--- src/rtl/bomb_pkg.sv ---
// Shared types and widths for the bomb game sequencer.
package bomb_pkg;

  localparam int TIME_W   = 12;
  localparam int STRIKE_W = 2;

  typedef enum logic [2:0] {
    ST_IDLE     = 3'd0,
    ST_LOAD     = 3'd1,
    ST_START    = 3'd2,
    ST_RUN      = 3'd3,
    ST_DEFUSED  = 3'd4,
    ST_EXPLODED = 3'd5
  } state_t;

  function automatic logic [STRIKE_W-1:0] strike_inc(input logic [STRIKE_W-1:0] s);
    return s + 2'd1;
  endfunction

endpackage

--- src/rtl/bomb_sequencer_sec_prescaler.sv ---
// Game-second prescaler: counts 0..period-1 while enabled, flags the last count.
// A clear restarts from 0 and picks up the new period at once.
module sec_prescaler #(
  parameter int PERIOD_W = 26
) (
  input  logic                clk,
  input  logic                reset,
  input  logic                enable,
  input  logic                clear,
  input  logic [PERIOD_W-1:0] period,
  output logic                wrap
);

  logic [PERIOD_W-1:0] count_r;
  logic [PERIOD_W-1:0] period_r;
  logic                at_end_s;

  assign at_end_s = (count_r == (period_r - PERIOD_W'(1)));
  assign wrap     = enable && !clear && at_end_s;

  // Counter and latched period; the period only changes on clear or wrap.
  always_ff @(posedge clk or posedge reset) begin
    if (reset) begin
      count_r  <= {PERIOD_W{1'b0}};
      period_r <= {PERIOD_W{1'b0}};
    end else if (clear) begin
      count_r  <= {PERIOD_W{1'b0}};
      period_r <= period;
    end else if (enable) begin
      if (at_end_s) begin
        count_r  <= {PERIOD_W{1'b0}};
        period_r <= period;
      end else begin
        count_r  <= count_r + PERIOD_W'(1);
      end
    end else begin
      count_r  <= count_r;
      period_r <= period_r;
    end
  end

endmodule

--- src/rtl/bomb_sequencer.sv ---
// Bomb game sequencer: drives the countdown, counts strikes, reports the game result.
// Outputs are registered from the next-state decision, so they describe the state being entered.
module bomb_sequencer
  import bomb_pkg::*;
#(
  parameter int                TICKS_PER_SEC = 50_000_000,
  parameter int                MAX_STRIKES   = 3,
  parameter logic [TIME_W-1:0] INIT_TIME     = 12'h190
) (
  input  logic                clk,
  input  logic                reset,
  input  logic                start_btn,
  input  logic                code_valid,
  input  logic                code_match,
  input  logic                cd_zero,
  output logic [TIME_W-1:0]   cd_init_time,
  output logic                cd_load,
  output logic                cd_switch_op,
  output logic                cd_sec_tick,
  output logic [STRIKE_W-1:0] strikes,
  output logic                armed,
  output logic                defused,
  output logic                exploded
);

  localparam int PERIOD_W = $clog2(TICKS_PER_SEC + 1);

  state_t                state_r, state_next_s;
  logic [STRIKE_W-1:0]   strikes_r, strikes_next_s;
  logic                  presc_clear_s;
  logic                  presc_wrap_s;
  logic [PERIOD_W-1:0]   period_s;
  logic                  cd_load_r, cd_switch_op_r, cd_sec_tick_r;
  logic                  armed_r, defused_r, exploded_r;

  // Each strike doubles the tick rate.
  assign period_s = PERIOD_W'(TICKS_PER_SEC >> strikes_next_s);

  sec_prescaler #(.PERIOD_W(PERIOD_W)) u_prescaler (
    .clk    (clk),
    .reset  (reset),
    .enable (state_r == ST_RUN),
    .clear  (presc_clear_s),
    .period (period_s),
    .wrap   (presc_wrap_s)
  );

  // Next-state, strike and prescaler-clear decisions; cd_zero outranks any code entry.
  always_comb begin
    state_next_s   = state_r;
    strikes_next_s = strikes_r;
    presc_clear_s  = 1'b0;
    case (state_r)
      ST_IDLE: begin
        strikes_next_s = {STRIKE_W{1'b0}};
        if (start_btn) state_next_s = ST_LOAD;
        else           state_next_s = ST_IDLE;
      end
      ST_LOAD:  state_next_s = ST_START;
      ST_START: begin
        state_next_s  = ST_RUN;
        presc_clear_s = 1'b1;
      end
      ST_RUN: begin
        if (cd_zero) begin
          state_next_s = ST_EXPLODED;
        end else if (code_valid && code_match) begin
          state_next_s = ST_DEFUSED;
        end else if (code_valid) begin
          strikes_next_s = strike_inc(strikes_r);
          presc_clear_s  = 1'b1;
          if (strikes_next_s == STRIKE_W'(MAX_STRIKES)) state_next_s = ST_EXPLODED;
          else                                          state_next_s = ST_RUN;
        end else begin
          state_next_s = ST_RUN;
        end
      end
      ST_DEFUSED, ST_EXPLODED: begin
        if (start_btn) begin
          state_next_s   = ST_IDLE;
          strikes_next_s = {STRIKE_W{1'b0}};
        end else begin
          state_next_s = state_r;
        end
      end
      default: begin
        state_next_s   = ST_IDLE;
        strikes_next_s = {STRIKE_W{1'b0}};
      end
    endcase
  end

  // State, strike counter and output registers; a tick is dropped whenever RUN is being left.
  always_ff @(posedge clk or posedge reset) begin
    if (reset) begin
      state_r        <= ST_IDLE;
      strikes_r      <= {STRIKE_W{1'b0}};
      cd_load_r      <= 1'b0;
      cd_switch_op_r <= 1'b0;
      cd_sec_tick_r  <= 1'b0;
      armed_r        <= 1'b0;
      defused_r      <= 1'b0;
      exploded_r     <= 1'b0;
    end else begin
      state_r        <= state_next_s;
      strikes_r      <= strikes_next_s;
      cd_load_r      <= (state_next_s == ST_LOAD);
      cd_switch_op_r <= (state_next_s == ST_START) ||
                        ((state_r == ST_RUN) && (state_next_s == ST_DEFUSED));
      cd_sec_tick_r  <= (state_r == ST_RUN) && (state_next_s == ST_RUN) && presc_wrap_s;
      armed_r        <= (state_next_s == ST_RUN);
      defused_r      <= (state_next_s == ST_DEFUSED);
      exploded_r     <= (state_next_s == ST_EXPLODED);
    end
  end

  assign cd_init_time = INIT_TIME;
  assign cd_load      = cd_load_r;
  assign cd_switch_op = cd_switch_op_r;
  assign cd_sec_tick  = cd_sec_tick_r;
  assign strikes      = strikes_r;
  assign armed        = armed_r;
  assign defused      = defused_r;
  assign exploded     = exploded_r;

endmodule

--- config.mk ---
export PLATFORM = sky130hd
export DESIGN_NAME = bomb_sequencer
export DESIGN_NICKNAME = d
export VERILOG_FILES = /design/src/rtl/bomb_pkg.sv /design/src/rtl/bomb_sequencer_sec_prescaler.sv /design/src/rtl/bomb_sequencer.sv
export SDC_FILE = /design/constraint.sdc
export NUM_CORES = 1
export LEC_CHECK = 0
export ABC_AREA = 1
export BUFFER_PORTS_ARGS = -buffer_cell sky130_fd_sc_hd__buf_4
export CORE_ASPECT_RATIO = 0.7
export CORE_MARGIN = 3
export CORE_UTILIZATION = 50
export CTS_CLUSTER_SIZE = 24
export DETAILED_ROUTE_END_ITERATION = 16
export PLACE_DENSITY_LB_ADDON = 0.2
export RECOVER_POWER = 50
export SYNTH_ARGS = -nofsm -noshare
export SYNTH_HDL_FRONTEND = slang
export SYNTH_SLANG_ARGS = --single-unit
--- constraint.sdc ---
create_clock -name clk -period 2 [get_ports clk]
set_clock_uncertainty 0.05 [all_clocks]
set_input_delay 0.1 -clock clk [delete_from_list [all_inputs] [get_ports clk]]
set_output_delay 0.1 -clock clk [all_outputs]
set_load 0.1 [all_outputs]
# Word level (Yosys, flattened, before mapping)
# Cells that the tools add are included.
[totals]
inputBits = 6
regBits = 63
[classes]
shift = 1
n_eq_ne = 12
addsub = 3
muxes = 22
reduce_logical = 14
[op_table]
columns = ["operator", "n"]
rows = [
  ["26-bit two-way mux", 6],
  ["26-bit by 1-bit adder with 26-bit output (second input constant)", 1],
  ["26-bit == test", 1],
  ["26-bit by 2-bit >> shifter with 26-bit output (first input constant)", 1],
  ["26-bit by 1-bit subtractor with 26-bit output (second input constant)", 1],
  ["3-bit two-way mux", 5],
  ["3-bit case mux with 5 select lines", 1],
  ["3-bit by 2-bit == test with 1-bit output (second input constant)", 4],
  ["3-bit == test (second input constant)", 4],
  ["2-bit two-way mux", 4],
  ["3-bit by 1-bit == test with 1-bit output (second input constant)", 2],
  ["1-bit logical AND", 6],
  ["2-bit case mux with 3 select lines", 1],
  ["1-bit two-way mux", 4],
  ["2-bit nonzero test", 2],
  ["2-bit OR reduction", 2],
  ["3-bit logical NOT", 1],
  ["2-bit by 1-bit adder with 2-bit output (second input constant)", 1],
  ["2-bit == test (second input constant)", 1],
  ["1-bit case mux with 2 select lines", 1],
  ["2-bit AND reduction", 1],
  ["1-bit logical NOT", 1],
  ["1-bit logical OR", 1],
]

# Longest topological paths before layout
# Gate-level depths: netlist (run 1).
[logic_depth]
depth_word = 10
depth_mapped = 17

# Modules after synthesis
# From an unflattened synthesis (run 1), not the netlist that was laid out.
[unflattened]
cells_unflattened = 681
area_unflattened_um2 = 4655.7
[by_module_without_submodules]
columns = ["module", "cells_per_inst", "area_each_um2", "instances"]
rows = [
  ["sec_prescaler", 586, 3952.5, 1],
  ["bomb_sequencer", 95, 703.2, 1],
]

# Worst setup path after synthesis (run 1)
# Ideal clock, no wire load.
[synth_path]
path_type = "register to register"
from = "register strikes_r[0], in the netlist strikes[0]"
to = "register cd_sec_tick_r, in the netlist cd_sec_tick"
arrival_ns = 1.982
required_time_ns = 1.877
period_less_slack_ns = 2.105
path_stages_with_launch = 10
slack_ns = -0.105
cell_sequence = "dfrtp_1 -> inv_1 -> ha_1 -> nand2_1 -> nand3_1 -> o21ai_0 -> inv_1 -> nor2_1 -> nand2_1 -> nor2_1"
[synth_via]
elab_chain_len = 10
[synth_lines]
columns = ["item", "line", "rtl"]
rows = [
  ["from (decl)", "bomb_sequencer.sv:29", "logic [STRIKE_W-1:0] strikes_r, strikes_next_s;"],
  ["from (signal assigned)", "bomb_sequencer.sv:97", "strikes_r <= {STRIKE_W{1'b0}};"],
  ["from (signal assigned)", "bomb_sequencer.sv:106", "strikes_r <= strikes_next_s;"],
  ["2-bit by 1-bit adder with 2-bit output", "bomb_pkg.sv:17", "return s + 2'd1;"],
  ["2-bit == test", "bomb_sequencer.sv:72", "if (strikes_next_s == STRIKE_W'(MAX_STRIKES)) state_next_s = ST_EXPLODED;"],
  ["3-bit two-way mux", "bomb_sequencer.sv:72", ""],
  ["3-bit two-way mux", "bomb_sequencer.sv:69", "end else if (code_valid) begin"],
  ["3-bit two-way mux", "bomb_sequencer.sv:67", "end else if (code_valid && code_match) begin"],
  ["3-bit two-way mux", "bomb_sequencer.sv:65", "if (cd_zero) begin"],
  ["3-bit case mux with 5 select lines", "bomb_sequencer.sv:53", "case (state_r)"],
  ["via state_next_s[1]", "bomb_sequencer.sv:28", "state_t state_r, state_next_s;"],
  ["3-bit by 2-bit == test with 1-bit output", "bomb_sequencer.sv:110", "cd_sec_tick_r <= (state_r == ST_RUN) && (state_next_s == ST_RUN) && presc_wrap_s;"],
  ["1-bit logical AND (2 in series)", "bomb_sequencer.sv:110", ""],
  ["to (signal assigned)", "bomb_sequencer.sv:110", ""],
  ["to (decl)", "bomb_sequencer.sv:33", "logic cd_load_r, cd_switch_op_r, cd_sec_tick_r;"],
]
# The timed path passes the listed nets, and every way through them passes these cells.
# A chain may end at the register's enable or synchronous reset.

# Final worst setup path (run 1)
[layout_path]
from = "register u_prescaler.period_r[9]"
to = "register u_prescaler.count_r[4]"
[layout_via]
elab_chain_len = 5
[layout_lines]
columns = ["item", "line", "rtl"]
rows = [
  ["from (decl)", "bomb_sequencer_sec_prescaler.sv:15", "logic [PERIOD_W-1:0] period_r;"],
  ["from (signal assigned)", "bomb_sequencer_sec_prescaler.sv:25", "period_r <= {PERIOD_W{1'b0}};"],
  ["from (signal assigned)", "bomb_sequencer_sec_prescaler.sv:28", "period_r <= period;"],
  ["from (signal assigned)", "bomb_sequencer_sec_prescaler.sv:32", "period_r <= period;"],
  ["26-bit by 1-bit subtractor with 26-bit output", "bomb_sequencer_sec_prescaler.sv:18", "assign at_end_s = (count_r == (period_r - PERIOD_W'(1)));"],
  ["26-bit == test", "bomb_sequencer_sec_prescaler.sv:18", ""],
  ["26-bit two-way mux", "bomb_sequencer_sec_prescaler.sv:30", "if (at_end_s) begin"],
  ["26-bit two-way mux", "bomb_sequencer_sec_prescaler.sv:29", "end else if (enable) begin"],
  ["26-bit two-way mux", "bomb_sequencer_sec_prescaler.sv:26", "end else if (clear) begin"],
  ["to (signal assigned)", "bomb_sequencer_sec_prescaler.sv:27", "count_r <= {PERIOD_W{1'b0}};"],
  ["to (signal assigned)", "bomb_sequencer_sec_prescaler.sv:31", "count_r <= {PERIOD_W{1'b0}};"],
  ["to (signal assigned)", "bomb_sequencer_sec_prescaler.sv:34", "count_r <= count_r + PERIOD_W'(1);"],
  ["to (decl)", "bomb_sequencer_sec_prescaler.sv:14", "logic [PERIOD_W-1:0] count_r;"],
]
# No other way between the ends. The select of a mux whose other input is x is not followed.

==> flow_summary.html, run 1 <==
<table>
<tr><th>Metric</th><th>Value</th></tr>
<tr><th colspan="2">Layout</th></tr>
<tr><td>Utilization after layout</td><td>64.6%</td></tr>
<tr><td>Commonest non-fill, non-tap cell in the layout</td><td>nand2_1</td></tr>
<tr><td>Net total in the final layout</td><td>556</td></tr>
<tr><td>Share of layout cells above drive strength 1</td><td>20.6%</td></tr>
<tr><td>Most frequent cells in the layout</td><td>nand2_1 (135), inv_1 (59), buf_4 (59)</td></tr>
<tr><td>Area of the multi-input gates</td><td>between 1500 and 2000 µm²</td></tr>
<tr><td>Diode count</td><td>0</td></tr>
<tr><td>Post-layout instance area</td><td>4130 µm²</td></tr>
<tr><td>Layout area overhead</td><td>21.9%</td></tr>
<tr><td>Total area of sequential cells</td><td>1230 µm²</td></tr>
<tr><td>Final-layout fill cell count</td><td>around 570</td></tr>
<tr><th colspan="2">Global routing</th></tr>
<tr><td>Overflow left after global routing</td><td>0</td></tr>
<tr><td>Wire length of the first global-routing pass</td><td>around 15000 µm</td></tr>
<tr><td>Maximum number of pins on one net before global-route repair</td><td>43</td></tr>
<tr><td>All-layer global routing usage</td><td>23.9%</td></tr>
<tr><td>Number of global-route vias before repair</td><td>3069</td></tr>
<tr><td>Antenna violations before repair</td><td>0</td></tr>
<tr><th colspan="2">Drt</th></tr>
<tr><td>First DRT Iteration DRCs</td><td>between 300 and 400</td></tr>
<tr><td>Antenna violation net count after detailed routing</td><td>0</td></tr>
<tr><td>Via density per instance</td><td>4.99</td></tr>
<tr><td>Average detailed-routed wire length per instance</td><td>approximately 14 µm</td></tr>
<tr><td>Number of DRC violations after detailed routing</td><td>0</td></tr>
<tr><td>Number of vias in the routed layout</td><td>3190</td></tr>
<tr><td>Final wirelength</td><td>just under 9000 µm</td></tr>
<tr><td>Detailed-routing iteration count for the pre-antenna-repair pass</td><td>5</td></tr>
<tr><th colspan="2">Worst setup path</th></tr>
<tr><td>Type of destination of the critical path</td><td>flop</td></tr>
<tr><td>Reg-to-reg critical path startpoint</td><td>u_prescaler.period_r[9]</td></tr>
<tr><td>Data required time at the worst endpoint</td><td>~2.1 ns</td></tr>
<tr><td>Worst reg2reg setup slack</td><td>-0.24 ns</td></tr>
<tr><td>Category of the critical setup timing path</td><td>reg2reg</td></tr>
<tr><td>Destination of the worst register-to-register timing path</td><td>u_prescaler.count_r[4]</td></tr>
<tr><td>CP startpoint</td><td>u_prescaler.period_r[9]</td></tr>
<tr><td>Worst-path fanout max</td><td>6</td></tr>
<tr><td>Arrival time of data at the critical path endpoint</td><td>2.38 ns</td></tr>
<tr><td>Crit start category</td><td>flop</td></tr>
<tr><td>Capture point of the worst path</td><td>u_prescaler.count_r[4]</td></tr>
<tr><td>Register-to-Register Path Depth</td><td>15</td></tr>
<tr><th colspan="2">STA</th></tr>
<tr><td>Slew Limit Fails</td><td>0</td></tr>
<tr><td>Share of the clock period used by the worst path after layout</td><td>112%</td></tr>
<tr><td>Worst-margin pin slew</td><td>0.841 ns</td></tr>
<tr><td>RSZ-0062 raised after global routing</td><td>yes</td></tr>
<tr><td>Setup WS post-layout</td><td>-0.238 ns</td></tr>
<tr><td>Relative slew margins</td><td>43.9%</td></tr>
<tr><td>Count of endpoints failing setup in the final report</td><td>39</td></tr>
<tr><td>Final min period</td><td>2.24 ns</td></tr>
<tr><td>Max frequency</td><td>between 400 and 500 MHz</td></tr>
<tr><td>Number of hold-slack violations in the final timing report</td><td>0</td></tr>
<tr><th colspan="2">Synthesis</th></tr>
<tr><td>Total of flip-flops plus latches after synthesis</td><td>49</td></tr>
<tr><td>Synthesized cell area</td><td>3390 µm²</td></tr>
<tr><td>Average size of a mapped cell</td><td>around 7.1 µm²</td></tr>
<tr><td>Number of distinct standard cells referenced by the synthesized netlist</td><td>36</td></tr>
<tr><td>Gate Count Post-Synth</td><td>480</td></tr>
<tr><td>Share of synthesized area occupied by flip-flops and latches</td><td>36.2%</td></tr>
<tr><td>Count of warnings emitted by yosys</td><td>0</td></tr>
<tr><th colspan="2">Floorplan</th></tr>
<tr><td>I/O pin count</td><td>26</td></tr>
<tr><td>Die extent in x</td><td>104 µm</td></tr>
<tr><td>Floorplan core area</td><td>6400 µm²</td></tr>
<tr><td>Die height</td><td>74.9 µm</td></tr>
<tr><td>Starting density of the core</td><td>53.0%</td></tr>
<tr><td>Core Rows</td><td>24</td></tr>
<tr><td>Full die area</td><td>7820 µm²</td></tr>
<tr><th colspan="2">Power</th></tr>
<tr><td>Power consumption</td><td>4860 µW</td></tr>
<tr><td>Total leakage power</td><td>0.00213 µW</td></tr>
<tr><td>Total power density per cell area</td><td>1180 nW/µm²</td></tr>
<tr><td>Peak VDD IR</td><td>slightly above 0.9 mV</td></tr>
<tr><th colspan="2">Clock network</th></tr>
<tr><td>Longest Clk Path Bufs</td><td>2</td></tr>
<tr><td># clock sinks</td><td>49</td></tr>
<tr><td>Inserted Clock Buffers</td><td>5</td></tr>
<tr><td>Clock-pin slew on the worst setup and hold paths</td><td>around 0.090 ns</td></tr>
<tr><td>Source-to-sink clock delay at the later pin of the worst-skew pair</td><td>about 0.30 ns</td></tr>
<tr><td>Number of levels in the clock H-tree</td><td>2</td></tr>
<tr><td>TritonCTS clock tree</td><td>yes</td></tr>
<tr><td>Cell at the root of the clock tree</td><td>clkbuf_8</td></tr>
<tr><th colspan="2">Min path</th></tr>
<tr><td>Type of the tightest min-delay check</td><td>in2reg</td></tr>
<tr><th colspan="2">Placed design</th></tr>
<tr><td>Minimum setup slack after placement</td><td>-0.260 ns</td></tr>
<tr><td>Placer's final routability congestion estimate</td><td>0.957</td></tr>
<tr><td>DP HPWL</td><td>6840 µm</td></tr>
<tr><td>IO buf count</td><td>13</td></tr>
<tr><td>Placed inst area</td><td>a little under 4000 µm²</td></tr>
<tr><th colspan="2">Run status</th></tr>
<tr><td>Failing checks</td><td>negative setup slack</td></tr>
<tr><td>Result of the run</td><td>finished, violations left</td></tr>
<tr><th colspan="2">Job</th></tr>
<tr><td>Max Cap Violations</td><td>0</td></tr>
</table>
worst min path at each step:
stage,start,endpoint,cells after the start
final,start_btn,cd_load,3
after global routing,start_btn,cd_load,3
after CTS,start_btn,cd_load,3
after detailed placement,reset,cd_load,2
after global placement,reset,armed,2
after floorplan,start_btn,cd_load,2
per-stage QoR:
step                hold WS [ns]  instances  TNS, ns
floorplan                  0.193        490   -0.146
global placement         -0.0291        623    -6.37
detailed placement       -0.0242        623    -8.32
CTS                      0.00326        637    -5.33
global route              0.0493        639   -12.98
finish                    0.0177        639    -7.34
sequential cells by signal, summed over array words and instances (netlist names):
signal	flops
cd_sec_tick	1
cd_switch_op	1
armed	1
state_r	3
defused	1
exploded	1
strikes	2
u_prescaler.period_r	12
cd_load	1
u_prescaler.count_r	26
area by class of cell:
| type | count | share of cell area (%) |
|---|---|---|
| Timing Repair Buffer | 71 | 13.7 |
| Tap cell | 91 | 2.76 |
| Multi-Input combinational cell | 353 | 45.5 |
| Inverter | 67 | 6.15 |
| Clock inverter | 2 | 0.333 |
| Sequential cell | 49 | 29.8 |
| Clock buffer | 6 | 1.76 |
layer usage:
| layer | GRT usage [%] | up-vias | wire length, µm |
|---|---|---|---|
| met5 | 0 | - | 0 |
| met4 | 4.13 | 0 | 82 |
| met3 | 4.37 | 8 | 599 |
| met2 | 36.7 | 110 | 3640 |
| met1 | 35.8 | 1465 | 4460 |
| li1 | - | 1607 | - |
cells in the mapped netlist (all sizes together):
cell	n	area (µm²)
o22ai	3	18.8
o21a	1	7.51
o21bai	1	7.51
nand4	3	18.8
clkbuf	4	15.0
nor4	2	12.5
nand3	44	225
o31ai	1	7.51
o32ai	1	8.76
nand3b	7	52.6
conb	2	7.51
or2	1	6.26
ha	3	37.5
buf	17	136
a21oi	19	95.1
nand2	145	579
nor3	10	50.1
xor2	21	184
nor2	55	263
xnor2	11	96.3
a21boi	6	45.0
inv	67	252
o21ai	6	30.0
dfrtp	49	1230
o211ai	1	7.51
power by group:
part	internal [µW]	switching, µW
clock network	250	333
logic	991	1940
registers	1180	172
total	2420	2450
kinds of logic after synthesis:
kind of cell,Yosys count,share of synthesized area (%)
buffers and inverters,88,11.9
AO/OA/AOI/OAI,39,6.72
adder cells (fa/ha/maj),3,1.11
flip-flops,49,36.2
other,2,0.222
AND/OR/NAND/NOR,267,35.6
XOR/XNOR,32,8.27
critical path: stages (launching register included):
cell and delay [ns]:
dfrtp_2 0.48, inv_4 0.10, buf_6 0.12, nand2_1 0.06
nor2_2 0.19, nand2_4 0.09, inv_2 0.06, nor2_1 0.04
nor2_1 0.11, nand3_1 0.12, nor2_2 0.18, nand3_4 0.12
buf_4 0.16, buf_6 0.12, nand2_4 0.06, o22ai_1 0.06
repair_timing:
action,CTS,global route
hold endpoints to repair,49,0
gates resized for setup,20,7
pin swaps,17,3
buffers inserted,5,1
endpoints found under the setup margin,39,39
gates cloned,0,1
hold buffers,1,0
No activity file was read; power rests on OpenSTA's default activity.
==> inputs of run 2 (changes only) <==
Settings changed: SKIP_CTS_REPAIR_TIMING set to 1, SYNTH_HIERARCHICAL set to 1.
==> flow_summary.html, run 2 <==
<table>
<tr><th>Metric</th><th>Value</th></tr>
<tr><th colspan="2">STA</th></tr>
<tr><td>Relative slew margins</td><td>37.9%</td></tr>
<tr><td>Setup WS post-layout</td><td>-0.428 ns</td></tr>
<tr><td>Final min period</td><td>2.43 ns</td></tr>
<tr><td>Count of endpoints failing setup in the final report</td><td>53</td></tr>
<tr><td>Max frequency</td><td>between 400 and 500 MHz</td></tr>
<tr><td>Worst-margin pin slew</td><td>0.930 ns</td></tr>
<tr><td>Share of the clock period used by the worst path after layout</td><td>121%</td></tr>
<tr><td>Number of hold-slack violations in the final timing report</td><td>0</td></tr>
<tr><td>Hold Worst Slack</td><td>about 0.06 ns</td></tr>
<tr><td>Slew Limit Fails</td><td>0</td></tr>
<tr><td>RSZ-0062 raised after global routing</td><td>yes</td></tr>
<tr><th colspan="2">Layout</th></tr>
<tr><td>Net total in the final layout</td><td>830</td></tr>
<tr><td>Layout area overhead</td><td>41.6%</td></tr>
<tr><td>Largest registers</td><td>u_prescaler/count_r x26, u_prescaler/period_r x26, state_r x3</td></tr>
<tr><td>Share of layout cells above drive strength 1</td><td>between 30% and 40%</td></tr>
<tr><td>Commonest non-fill, non-tap cell in the layout</td><td>nand2_1</td></tr>
<tr><td>Diode count</td><td>0</td></tr>
<tr><td>Most frequent cells in the layout</td><td>nand2_1 (179), buf_4 (122), inv_1 (69)</td></tr>
<tr><th colspan="2">Synthesis</th></tr>
<tr><td>Share of synthesized area occupied by flip-flops and latches</td><td>33.9%</td></tr>
<tr><td>Most area-consuming cells after synthesis</td><td>dfrtp_1 (34%), nand2_1 (16%), nand3_1 (9.7%)</td></tr>
<tr><td>Post-synth top area cell</td><td>dfrtp_1</td></tr>
<tr><td>Yosys top cell area share</td><td>about a third</td></tr>
<tr><td>Most frequent cells after synthesis</td><td>nand2_1 (194), nor2_1 (91), nand3_1 (90)</td></tr>
<tr><td>Count of warnings emitted by yosys</td><td>6</td></tr>
<tr><td>Total of flip-flops plus latches after synthesis</td><td>63</td></tr>
<tr><td>Synthesized cell area</td><td>4660 µm²</td></tr>
<tr><td>Number of enable flip-flop cells after synthesis</td><td>0</td></tr>
<tr><td>Gate Count Post-Synth</td><td>between 600 and 700</td></tr>
<tr><td>Dominant register cell in the synthesized netlist</td><td>dfrtp_1</td></tr>
<tr><td>Average size of a mapped cell</td><td>6.84 µm²</td></tr>
<tr><td>Number of distinct standard cells referenced by the synthesized netlist</td><td>38</td></tr>
<tr><td>Top-count cell post-synth</td><td>nand2_1</td></tr>
<tr><td>Post-synthesis async set-or-reset flop share</td><td>100%</td></tr>
<tr><th colspan="2">Placed design</th></tr>
<tr><td>IO buf count</td><td>13</td></tr>
<tr><td>DP HPWL</td><td>~10000 µm</td></tr>
<tr><td>Placer's final routability congestion estimate</td><td>0.982</td></tr>
<tr><th colspan="2">Power</th></tr>
<tr><td>Total leakage power</td><td>0.00341 µW</td></tr>
<tr><td>Peak VDD IR</td><td>1.15 mV</td></tr>
<tr><td>Total power density per cell area</td><td>1560 nW/µm²</td></tr>
<tr><td>Power consumption</td><td>between 10000 and 15000 µW</td></tr>
<tr><th colspan="2">Global routing</th></tr>
<tr><td>Number of global-route vias before repair</td><td>between 4000 and 5000</td></tr>
<tr><td>Antenna violations before repair</td><td>0</td></tr>
<tr><td>Maximum number of pins on one net before global-route repair</td><td>31</td></tr>
<tr><td>Overflow left after global routing</td><td>0</td></tr>
<tr><td>All-layer global routing usage</td><td>26.9%</td></tr>
<tr><td>Wire length of the first global-routing pass</td><td>22000 µm</td></tr>
<tr><th colspan="2">Clock network</th></tr>
<tr><td>TritonCTS clock tree</td><td>yes</td></tr>
<tr><td>Source-to-sink clock delay at the later pin of the worst-skew pair</td><td>approximately 0.34 ns</td></tr>
<tr><td>Inserted Clock Buffers</td><td>9</td></tr>
<tr><td>Longest Clk Path Bufs</td><td>2</td></tr>
<tr><td># clock sinks</td><td>63</td></tr>
<tr><td>Cell at the root of the clock tree</td><td>clkbuf_16</td></tr>
<tr><td>Clock-pin slew on the worst setup and hold paths</td><td>around 0.050 ns</td></tr>
<tr><td>Number of levels in the clock H-tree</td><td>3</td></tr>
<tr><th colspan="2">Floorplan</th></tr>
<tr><td>Full die area</td><td>10500 µm²</td></tr>
<tr><td>Starting density of the core</td><td>53.2%</td></tr>
<tr><td>Floorplan core area</td><td>8760 µm²</td></tr>
<tr><td>Core Rows</td><td>28</td></tr>
<tr><td>Die height</td><td>between 80 and 90 µm</td></tr>
<tr><td>I/O pin count</td><td>26</td></tr>
<tr><td>Die extent in x</td><td>121 µm</td></tr>
<tr><th colspan="2">Drt</th></tr>
<tr><td>Antenna violation net count after detailed routing</td><td>0</td></tr>
<tr><td>Number of vias in the routed layout</td><td>just over 5000</td></tr>
<tr><td>Via density per instance</td><td>approximately 5.3</td></tr>
<tr><td>Number of DRC violations after detailed routing</td><td>0</td></tr>
<tr><td>First DRT Iteration DRCs</td><td>467</td></tr>
<tr><td>Detailed-routing iteration count for the pre-antenna-repair pass</td><td>5</td></tr>
<tr><td>Average detailed-routed wire length per instance</td><td>16.1 µm</td></tr>
<tr><td>Final wirelength</td><td>15200 µm</td></tr>
<tr><th colspan="2">Worst setup path</th></tr>
<tr><td>Type of destination of the critical path</td><td>flop</td></tr>
<tr><td>Data required time at the worst endpoint</td><td>2.18 ns</td></tr>
<tr><td>Arrival time of data at the critical path endpoint</td><td>2.61 ns</td></tr>
<tr><td>Crit start category</td><td>flop</td></tr>
<tr><td>Worst-path fanout max</td><td>8</td></tr>
<tr><td>Category of the critical setup timing path</td><td>reg2reg</td></tr>
<tr><th colspan="2">Run status</th></tr>
<tr><td>Result of the run</td><td>finished, violations left</td></tr>
<tr><td>Failing checks</td><td>negative setup slack</td></tr>
<tr><th colspan="2">Job</th></tr>
<tr><td>Max Cap Violations</td><td>0</td></tr>
<tr><th colspan="2">Min path</th></tr>
<tr><td>Type of the tightest min-delay check</td><td>in2reg</td></tr>
</table>
-- run 2: metal layers --
| metal | vias up | share of wire [%] | global-route usage, % |
|---|---|---|---|
| li1 | 2383 | - | - |
| met1 | 2389 | 42 | 38.9 |
| met2 | 241 | 45 | 40.8 |
| met3 | 30 | 10 | 6.65 |
| met4 | 0 | 2.1 | 6.10 |
| met5 | - | 0 | 0 |
-- run 2: report_power, final --
part           switching (µW)  internal, µW  total (µW)  leakage (µW)
Sequential                350          1550        1900      0.000839
Clock                     590           869        1460      0.000132
Combinational            4140          2760        6900       0.00244
-- run 2: cell families after synthesis --
group                      count (synthesis)  share of synthesized area (%)
AOI/OAI and AO/OA                         14                           1.72
adders and majority gates                  3                          0.806
xor gates and xnor gates                  47                           8.84
DFF                                       63                           33.9
buffers and inverters                    105                           11.0
and+or+nand+nor                          447                           43.6
other                                      2                          0.161
-- run 2: cell type report --
type                       instances  area, µm²
inverter                          74        278
clock buffer                      11        243
fill                             628       2170
clock inverter                     5       33.8
sequential                        63       1590
tap                              120        150
timing repair buffer             142       1260
multi-input combinational        531       3040
-- run 2: through the flow --
stage / setup TNS, ns / cell area, µm² / std cells / utilization [%] / worst slack [ns]
floorplan: -2.16 / 4810 / 699 / - / -0.0900
global placement: -13.63 / 5700 / 910 / 65.1 / -0.326
detailed placement: -15.50 / 5700 / 910 / 65.1 / -0.359
CTS: -16.35 / 5980 / 926 / 68.3 / -0.379
global route: -24.61 / 6590 / 946 / 75.3 / -0.504
finish: -20.28 / 6590 / 946 / 75.3 / -0.428
-- run 2: final timing paths --
path	from	endpoint	slack (ns)	cells past startpoint
max	u_prescaler/period_r[5]	u_prescaler/count_r[20]	-0.43	11
min	cd_zero	state_r[1]	0.06	4
max reg2reg	u_prescaler/period_r[5]	u_prescaler/count_r[20]	-0.43	11
min reg2reg	u_prescaler/count_r[20]	u_prescaler/count_r[20]	0.53	3
max in group asynchronous	reset	u_prescaler/period_r[3]	0.34	4
min in group asynchronous	reset	strikes[0]	0.24	3
-- run 2: critical path, stage by stage (launching register included) --
cell and delay [ns]:
dfrtp_2 0.47, nor2_4 0.15, nand2_2 0.09, nor2_4 0.21, nand2_1 0.10, o21ai_1 0.22, nand4_1 0.20, nor2_4 0.20
nand4_4 0.23, nand2_8 0.18, clkbuf_16 0.17, nor2_1 0.05
==> inputs of run 3 (changes only) <==
Settings changed: CELL_PAD_IN_SITES_DETAIL_PLACEMENT set to 1, CELL_PAD_IN_SITES_GLOBAL_PLACEMENT set to 1, CORE_UTILIZATION 50 to 41.
==> flow_summary.html, run 3 (same netlist as run 2, synthesis figures left out) <==
<table>
<tr><th>Metric</th><th>Value</th></tr>
<tr><th colspan="2">Worst setup path</th></tr>
<tr><td>Worst-path fanout max</td><td>12</td></tr>
<tr><td>Data required time at the worst endpoint</td><td>between 2 and 2.5 ns</td></tr>
<tr><td>Critical Path, Cell by Cell</td><td>inv_2, ha_4, nand2_4, nor2_4, buf_4, nand3_1, nand2_1, nand2_1, nor2_1, nand2_1, nor2_2, nand3_2, nand2_4, buf_12, nand3_1, nand2_1</td></tr>
<tr><td>Arrival time of data at the critical path endpoint</td><td>2.96 ns</td></tr>
<tr><td>Type of destination of the critical path</td><td>flop</td></tr>
<tr><td>Category of the critical setup timing path</td><td>reg2reg</td></tr>
<tr><td>Buffers and inverters on the worst path</td><td>3</td></tr>
<tr><td>Cell with the most instances on the worst path</td><td>nand2_1</td></tr>
<tr><td>Kind of cell adding the most delay to the critical path</td><td>simple AND/OR/NAND/NOR gates</td></tr>
<tr><td>Max stage delay on crit path</td><td>0.41 ns</td></tr>
<tr><td>Crit start category</td><td>flop</td></tr>
<tr><td>Cell with the biggest individual delay on the critical path</td><td>dfrtp_1</td></tr>
<tr><th colspan="2">Drt</th></tr>
<tr><td>Detailed-routing iteration count for the pre-antenna-repair pass</td><td>6</td></tr>
<tr><td>Number of DRC violations after detailed routing</td><td>0</td></tr>
<tr><td>Number of vias in the routed layout</td><td>5971</td></tr>
<tr><td>First DRT Iteration DRCs</td><td>just over 700</td></tr>
<tr><td>Via density per instance</td><td>6.05</td></tr>
<tr><td>Final wirelength</td><td>26500 µm</td></tr>
<tr><td>Average detailed-routed wire length per instance</td><td>between 20 and 30 µm</td></tr>
<tr><td>Antenna violation net count after detailed routing</td><td>0</td></tr>
<tr><th colspan="2">STA</th></tr>
<tr><td>Share of the clock period used by the worst path after layout</td><td>137%</td></tr>
<tr><td>Max frequency</td><td>roughly 370 MHz</td></tr>
<tr><td>Slew Limit Fails</td><td>0</td></tr>
<tr><td>Relative slew margins</td><td>36.9%</td></tr>
<tr><td>Number of hold-slack violations in the final timing report</td><td>0</td></tr>
<tr><td>Sum of negative setup slack</td><td>-34.68 ns</td></tr>
<tr><td>Final min period</td><td>~2.7 ns</td></tr>
<tr><td>Worst-margin pin slew</td><td>0.945 ns</td></tr>
<tr><td>RSZ-0062 raised after global routing</td><td>yes</td></tr>
<tr><td>Setup WS post-layout</td><td>-0.740 ns</td></tr>
<tr><td>Count of endpoints failing setup in the final report</td><td>53</td></tr>
<tr><th colspan="2">Layout</th></tr>
<tr><td>Layout area overhead</td><td>45.4%</td></tr>
<tr><td>Non-Filler Instances</td><td>987</td></tr>
<tr><td>Largest registers</td><td>u_prescaler/count_r x26, u_prescaler/period_r x26, state_r x3</td></tr>
<tr><td>Net total in the final layout</td><td>842</td></tr>
<tr><td>Final-layout fill cell count</td><td>1378</td></tr>
<tr><td>Most frequent cells in the layout</td><td>nand2_1 (178), buf_4 (135), inv_1 (69)</td></tr>
<tr><td>Utilization after layout</td><td>63.2%</td></tr>
<tr><td>Share of layout cells above drive strength 1</td><td>about two fifths</td></tr>
<tr><td>Commonest non-fill, non-tap cell in the layout</td><td>nand2_1</td></tr>
<tr><th colspan="2">Clock network</th></tr>
<tr><td>Number of levels in the clock H-tree</td><td>3</td></tr>
<tr><td>TritonCTS clock tree</td><td>yes</td></tr>
<tr><td>Inserted Clock Buffers</td><td>9</td></tr>
<tr><td>Longest Clk Path Bufs</td><td>2</td></tr>
<tr><td>Cell at the root of the clock tree</td><td>clkbuf_16</td></tr>
<tr><td>Source-to-sink clock delay at the later pin of the worst-skew pair</td><td>roughly 0.35 ns</td></tr>
<tr><td># clock sinks</td><td>63</td></tr>
<tr><td>Clock-pin slew on the worst setup and hold paths</td><td>approximately 0.06 ns</td></tr>
<tr><th colspan="2">Power</th></tr>
<tr><td>Clock network fraction of total power</td><td>between 10% and 20%</td></tr>
<tr><td>Reg power frac</td><td>17.2%</td></tr>
<tr><td>Total leakage power</td><td>0.00347 µW</td></tr>
<tr><td>Switching share of power</td><td>a little over half</td></tr>
<tr><td>Internal power component</td><td>5370 µW</td></tr>
<tr><td>Power consumption</td><td>11600 µW</td></tr>
<tr><td>Switching component of the power</td><td>6180 µW</td></tr>
<tr><td>Total power density per cell area</td><td>1710 nW/µm²</td></tr>
<tr><td>Gate power share</td><td>67.2%</td></tr>
<tr><td>Peak VDD IR</td><td>1.42 mV</td></tr>
<tr><th colspan="2">Floorplan</th></tr>
<tr><td>Die extent in x</td><td>133 µm</td></tr>
<tr><td>Floorplan core area</td><td>~11000 µm²</td></tr>
<tr><td>Die height</td><td>95.2 µm</td></tr>
<tr><td>Full die area</td><td>12700 µm²</td></tr>
<tr><td>I/O pin count</td><td>26</td></tr>
<tr><td>Core Rows</td><td>31</td></tr>
<tr><td>Starting density of the core</td><td>43.5%</td></tr>
<tr><th colspan="2">Global routing</th></tr>
<tr><td>Overflow left after global routing</td><td>0</td></tr>
<tr><td>All-layer global routing usage</td><td>~32%</td></tr>
<tr><td>Number of global-route vias before repair</td><td>~5700</td></tr>
<tr><td>Met3 track utilization from global routing</td><td>4.80%</td></tr>
<tr><td>Global routing met2 resource utilization</td><td>between 50% and 60%</td></tr>
<tr><td>Maximum number of pins on one net before global-route repair</td><td>33</td></tr>
<tr><td>GRT busiest layer</td><td>met2</td></tr>
<tr><td>Global-route met1 utilization</td><td>40.9%</td></tr>
<tr><td>Antenna violations before repair</td><td>1</td></tr>
<tr><td>Wire length of the first global-routing pass</td><td>31300 µm</td></tr>
<tr><th colspan="2">Placed design</th></tr>
<tr><td>Placer's final routability congestion estimate</td><td>0.904</td></tr>
<tr><td>IO buf count</td><td>13</td></tr>
<tr><td>Inst Count DP</td><td>945</td></tr>
<tr><td>DP HPWL</td><td>13300 µm</td></tr>
<tr><th colspan="2">Job</th></tr>
<tr><td>Max Cap Violations</td><td>0</td></tr>
<tr><th colspan="2">Run status</th></tr>
<tr><td>Failing checks</td><td>negative setup slack</td></tr>
<tr><td>Result of the run</td><td>finished, violations left</td></tr>
<tr><th colspan="2">Min path</th></tr>
<tr><td>Type of the tightest min-delay check</td><td>in2reg</td></tr>
</table>
[run 3: changes by cell type in the layout (fill, tap and decap cells not counted), sizes merged]
cell | previous run | this run
clkbuf | 20 | 16
dlygate4sd3 | 2 | 1
diode | 0 | 1
clkinvlp | 2 | 1
bufinv | 0 | 2
clkinv | 3 | 2
buf | 131 | 148
[run 3: per-layer routing]
metal	part of all wire, %	vias up
met5	0	-
met4	8.0	0
met3	9.7	188
met2	45	490
met1	37	2884
li1	-	2409
[run 3: final timing paths]
kind | start | end | slack [ns] | depth (start not counted)
worst max-delay path | u_prescaler/period_r[0] | u_prescaler/period_r[24] | -0.74 | 16
worst min-delay path | start_btn | cd_load | 0.01 | 3
worst max register to register | u_prescaler/period_r[0] | u_prescaler/period_r[24] | -0.74 | 16
worst min register to register | u_prescaler/count_r[16] | u_prescaler/count_r[16] | 0.60 | 2
max in group asynchronous | reset | u_prescaler/period_r[11] | 0.23 | 4
min in group asynchronous | reset | armed | 0.30 | 3
[run 3: worst min-delay path, stage by stage]
cell and delay, ns:
buf_4 0.09, nand3_1 0.10, inv_1 0.08
[run 3: power by group through the flow]
stage               clock network (µW)  registers [µW]  logic [µW]
floorplan                            0            2140        3280
global placement                     0            1830        5540
detailed placement                   0            1850        5800
CTS                               1760            1860        6020
global route                      1860            1970        8100
finish                            1800            1990        7760
[run 3: layout make-up]
class | count | area, µm² | area share [%]
Tap cell | 148 | 185 | 2.74
Clock buffer | 11 | 243 | 3.59
Inverter | 74 | 278 | 4.10
Sequential cell | 63 | 1590 | 23.5
Antenna cell | 1 | 2.50 | 0.0370
Clock inverter | 5 | 81.3 | 1.20
Timing Repair Buffer | 154 | 1310 | 19.3
Multi-Input combinational cell | 531 | 3080 | 45.5
[run 3: through the flow]
stage	hold slack [ns]	worst slack (ns)	area, µm²
detailed placement	0.0930	-0.638	5790
CTS	-0.263	-0.698	6110
floorplan	-0.0977	-0.0900	4810
finish	0.0107	-0.740	6770
global placement	0.0805	-0.458	5790
global route	0.0393	-0.793	6770
